File: config.mk
export PLATFORM = sky130hd
export DESIGN_NAME = demux_deser8
export DESIGN_NICKNAME = d
export VERILOG_FILES = /design/src/rtl/demux_deser_pkg.sv /design/src/rtl/demux1to8.sv /design/src/rtl/demux_deser8.sv
export SDC_FILE = /design/constraint.sdc
export NUM_CORES = 1
export LEC_CHECK = 0
export CORE_ASPECT_RATIO = 0.6
export CORE_MARGIN = 2
export CORE_UTILIZATION = 45
export DETAILED_ROUTE_END_ITERATION = 16
export DONT_BUFFER_PORTS = 1
export HOLD_SLACK_MARGIN = 0.08
export PLACE_DENSITY = 0.64
export SYNTH_ARGS = -nofsm -noshare
export SYNTH_HDL_FRONTEND = slang
export SYNTH_HIERARCHICAL = 1
export SYNTH_SLANG_ARGS = --single-unit
File: constraint.sdc
create_clock -name clk -period 2.94 [get_ports clk]
set_input_delay 0.147 -clock clk [delete_from_list [all_inputs] [get_ports clk]]
set_output_delay 0.147 -clock clk [all_outputs]
set_load 0.05 [all_outputs]
File: src/rtl/demux_deser_pkg.sv
// Shared constants and types for the demux_deser8 bit-serial receiver.
// Build option: PARITY_CHECK_EN appends one even-parity beat to every word.
package demux_deser_pkg;

    localparam int DEFAULT_WIDTH = 8;

`ifdef PARITY_CHECK_EN
    localparam int SEL_BITS = $clog2(DEFAULT_WIDTH) + 1;
`else
    localparam int SEL_BITS = $clog2(DEFAULT_WIDTH);
`endif

    typedef logic [SEL_BITS-1:0] sel_t;

    // Beat index that carries the parity bit; it sits just past the last data lane.
    localparam int PARITY_BEAT = DEFAULT_WIDTH;

endpackage

File: src/rtl/demux1to8.sv
// Lane steering decoder: turns the beat counter into one-hot lane write enables.
// Counter values past the last lane (the parity beat) enable no lane.
module demux1to8 #(
    parameter int WIDTH = 8,
    parameter int SEL_W = 3
) (
    input  logic [SEL_W-1:0] sel_i,
    input  logic             en_i,
    output logic [WIDTH-1:0] lane_en_o
);

    always_comb begin
        lane_en_o = '0;
        for (int i = 0; i < WIDTH; i++) begin
            lane_en_o[i] = en_i && (sel_i == SEL_W'(i));
        end
    end

endmodule

File: src/rtl/demux_deser8.sv
// Serial-to-parallel receiver: one bit per valid/ready beat, LSB first, into a
// one-entry output register. Build option: PARITY_CHECK_EN (trailing even-parity beat).
module demux_deser8
    import demux_deser_pkg::*;
#(
    parameter int WIDTH = DEFAULT_WIDTH
) (
    input  logic             clk,
    input  logic             rst_n,
    input  logic             flush,
    input  logic             in_bit,
    input  logic             in_valid,
    output logic             in_ready,
    output logic [WIDTH-1:0] out_data,
    output logic             out_valid,
    input  logic             out_ready,
    output logic             out_perr
);

    localparam int SEL_W = $clog2(WIDTH);
`ifdef PARITY_CHECK_EN
    localparam int CNT_W = SEL_W + 1;
    localparam logic [CNT_W-1:0] LAST_SEL = CNT_W'(WIDTH);
`else
    localparam int CNT_W = SEL_W;
    localparam logic [CNT_W-1:0] LAST_SEL = CNT_W'(WIDTH - 1);
`endif

    // Handshakes: a beat moves on in_valid && in_ready, a word on out_valid && out_ready;
    // neither side may make its valid depend on the other side's ready.
    logic [CNT_W-1:0] sel_q, sel_d;
    logic [WIDTH-1:0] asm_q, asm_d;
    logic [WIDTH-1:0] data_q, data_d;
    logic             valid_q, valid_d;
    logic [WIDTH-1:0] lane_en;
    logic [WIDTH-1:0] merged;
    logic             last_beat;
    logic             accept;
    logic             load;
    logic             out_fire;

    assign last_beat = (sel_q == LAST_SEL);
    assign in_ready  = !last_beat || !valid_q || out_ready;
    // flush wins over a beat offered in the same cycle.
    assign accept    = in_valid && in_ready && !flush;
    assign load      = accept && last_beat;
    assign out_fire  = valid_q && out_ready;

    demux1to8 #(
        .WIDTH(WIDTH),
        .SEL_W(CNT_W)
    ) u_lane_dec (
        .sel_i    (sel_q),
        .en_i     (accept),
        .lane_en_o(lane_en)
    );

    always_comb begin
        merged = asm_q;
        for (int i = 0; i < WIDTH; i++) begin
            if (lane_en[i]) begin
                merged[i] = in_bit;
            end
        end
    end

    always_comb begin
        sel_d   = sel_q;
        asm_d   = asm_q;
        data_d  = data_q;
        valid_d = valid_q;
        if (flush) begin
            sel_d = '0;
            asm_d = '0;
        end else if (accept) begin
            asm_d = merged;
            sel_d = last_beat ? '0 : sel_q + CNT_W'(1);
        end
        // A load in the same cycle as a drain keeps out_valid high with no bubble.
        if (load) begin
            data_d  = merged;
            valid_d = 1'b1;
        end else if (out_fire) begin
            valid_d = 1'b0;
        end
    end

    always_ff @(posedge clk or negedge rst_n) begin
        if (!rst_n) begin
            sel_q   <= '0;
            asm_q   <= '0;
            data_q  <= '0;
            valid_q <= 1'b0;
        end else begin
            sel_q   <= sel_d;
            asm_q   <= asm_d;
            data_q  <= data_d;
            valid_q <= valid_d;
        end
    end

`ifdef PARITY_CHECK_EN
    logic perr_q, perr_d;

    always_comb begin
        perr_d = perr_q;
        if (load) begin
            perr_d = (^asm_q) ^ in_bit;
        end
    end

    always_ff @(posedge clk or negedge rst_n) begin
        if (!rst_n) begin
            perr_q <= 1'b0;
        end else begin
            perr_q <= perr_d;
        end
    end

    assign out_perr = perr_q;
`else
    assign out_perr = 1'b0;
`endif

    assign out_data  = data_q;
    assign out_valid = valid_q;

endmodule

==> summary.txt <==
Power
  – Leakage: 0.545 nW
  – Power Dens Cells: a little over 400 nW/um2
  – VDD IR max: around 0.27 mV

Layout
  – Final Non-Filler Cells: 120
  – ANT cells: 0
  – Layout cell share with drive strength beyond 1: a little under a third
  – Layout area overhead: 7.52%
  – Final #Nets: 100

Floorplan
  – Core Region: between 2000 and 2500 um2
  – Cell Rows: 13
  – Die X: slightly below 70 um
  – Initial Util: approximately 49%
  – # IOs: 17
  – Area of the die: 2900 um2
  – Die height: 42.6 um

Worst hold path
  – HP Start: in_valid
  – Hold Path End: asm_q[7]
  – Hold depth: 2
  – HP Class: input port to flip-flop

Timing
  – Slew @ Worst Pin: around 890 ps
  – Setup Viol. Count Final: 0
  – Unrepaired setup endpoints after global routing: false
  – Final critical-path share of the clock period: slightly above 80%
  – Setup ws final: between 500 and 600 ps
  – Final hold viol count: 0
  – Fmax: between 0.4 and 0.5 GHz
  – Final min period: roughly 2400 ps
  – Hold slack: around 130 ps
  – Max-slew violation count: 0
  – Relative slew slack: between 40% and 50%
  – Clk_skew: roughly 2.7 ps
  – Setup TNS: 0 ps

Route
  – Initial DRC count: 20
  – Antenna Nets Post-Route: 0
  – Total Wirelength: 2080 um
  – Drt wl/cell: between 15 and 20 um
  – Vias per cell: 6.06
  – Pre-antenna DRT Iters: 4
  – Vias after detailed routing: between 700 and 800
  – DRC: 0

Clock tree
  – CTS Sinks: 20
  – Worst skew pair latency: 250 ps
  – H-tree depth: 1
  – CTS tree: yes
  – CTS Buf Count: 3
  – Post-cts resize count: 0
  – Clock tree root buffer cell: clkbuf_8
  – Max Buffers Root-to-Sink: 2
  – Clk slew on worst S/H paths: about 70 ps

Synthesis
  – Count of cell types in the netlist: 29
  – Largest area contributor in the netlist: dfrtp_1
  – Asr flop ratio synth: 100%
  – Post-Synthesis Cell Area: ~1100 um2
  – Post-synth top flop: dfrtp_1
  – Seq/Total Area, Yosys: about 45%
  – Syn_area_per_cell: between 10 and 15 um2
  – Number of flops mapped to enable cells by yosys: 0
  – Mapped Cells: 88
  – Count leader, synth: dfrtp_1
  – FF+latch count, synth: 20
  – Share of the synthesized area in the top cell type: 44.9%
  – Cells taking the most area after synthesis: dfrtp_1, mux2_4, mux2_2, a32o_1, nand3_1
  – Synthesized net count: 96
  – Synthesis warning total: 6
  – Commonest cells in the synthesized netlist: dfrtp_1, a32o_1, mux2_2, mux2_4, nand3_1

Global route
  – Vias in the first global route: between 700 and 800
  – Total GRT Usage: approximately 16%
  – GRT Residual Overflow: 0
  – Largest net degree at the start of global routing: 21
  – First-pass GRT wire length: 3470 um
  – Initial antenna violation count: 0

Placement
  – DP HPWL: 1380 um
  – Placed Cells: about 110
  – Pre-CTS WS: approximately 570 ps
  – Final GP Congestion: 0.806
  – Number of port buffers: 0

Setup path
  – R2R Path End: out_data[0]
  – Flop-to-flop setup slack: around 550 ps
  – Reg-to-reg startpoint: sel_q[0]
  – Worst path required time: between 3000 and 4000 ps
  – Critical Path End Type: flip-flop
  – CP Data Arrival Time: 2530 ps
  – Cells on worst reg2reg path: 7
  – Crit path launch type: flip-flop
  – CP Max Fanout: 11
  – Crit Path Category: flip-flop to flip-flop

Flow run
  – Max Cap Viol: 0

Outcome
  – Status: complete, no violations
[sequential cells by signal (all words and copies together), names as in the netlist]
register,cells
out_data,8
asm_q,8
out_valid,1
sel_q,3
[cells in the final DEF (no fill, tap or decap), types with 3 or more instances in the layout]
cell type / n
a32o_1: 8
clkbuf_8: 3
dfrtp_1: 20
dlygate4sd3_1: 4
mux2_2: 8
mux2_4: 8
nand2_1: 5
nand3_1: 8
o21ai_1: 3
[per-layer routing]
metal  vias up  global-route usage, %  share of wire, %
met2        14                   24.5                42
met5         -                      0                 0
met3         2                   7.53               4.9
met1       366                   21.7                52
met4         0                   3.60              0.58
li1        345                      -                 -
[report_power, final]
part	total, W	switching (W)	internal [W]
clock	0.000177	0.0000860	0.0000911
combinational	0.0000358	0.0000211	0.0000146
sequential	0.000284	0.00000632	0.000278
[through the flow]
| step | cell area (um2) | total power [W] | util (%) |
|---|---|---|---|
| 6_report | 1200 | 0.000497 | 53.0 |
| 5_1_grt | 1200 | 0.000520 | 53.0 |
| 4_1_cts | 1200 | 0.000503 | 53.0 |
| 3_5_place_dp | 1120 | 0.000316 | 49.4 |
| 3_3_place_gp | 1120 | 0.000315 | 49.4 |
| 2_1_floorplan | 1110 | 0.000314 | - |
[layout make-up]
type	count	area [um2]
clock buffers	3	41.3
well taps	30	37.5
multi-input cells	61	568
fillers	194	1060
inverters	1	3.75
flip-flops and latches	20	500
repair buffers	5	47.5
[critical path, stage by stage (launching register included)]
cell and delay, ps:
dfrtp_1 470, ha_1 240, ha_1 230, nand3b_1 120, and2_1 250, nor4b_2 340, mux2_2 370, mux2_4 250
[worst max path at each step]
stage | from | end
after global routing | sel_q[1] | out_data[0]
final | sel_q[0] | out_data[0]
after global placement | sel_q[0] | out_data[0]
after floorplan | sel_q[0] | out_data[0]
after detailed placement | sel_q[0] | out_data[0]
after CTS | sel_q[0] | out_data[0]
[logic make-up after synthesis]
family	Yosys count	share of synthesized area, %
flip-flops	20	44.9
AO/OA/AOI/OAI	11	8.53
AND/OR/NAND/NOR	31	21.0
other	1	0.336
buffers and inverters	7	4.15
multiplexers	16	18.9
adder cells (fa/ha/maj)	2	2.24
[repair_timing]
action                    4_1_cts  5_1_grt
hold buffers                    4        0
hold endpoints to repair       24        0
buffers inserted                0        0
(Power assumes the default switching activity.)
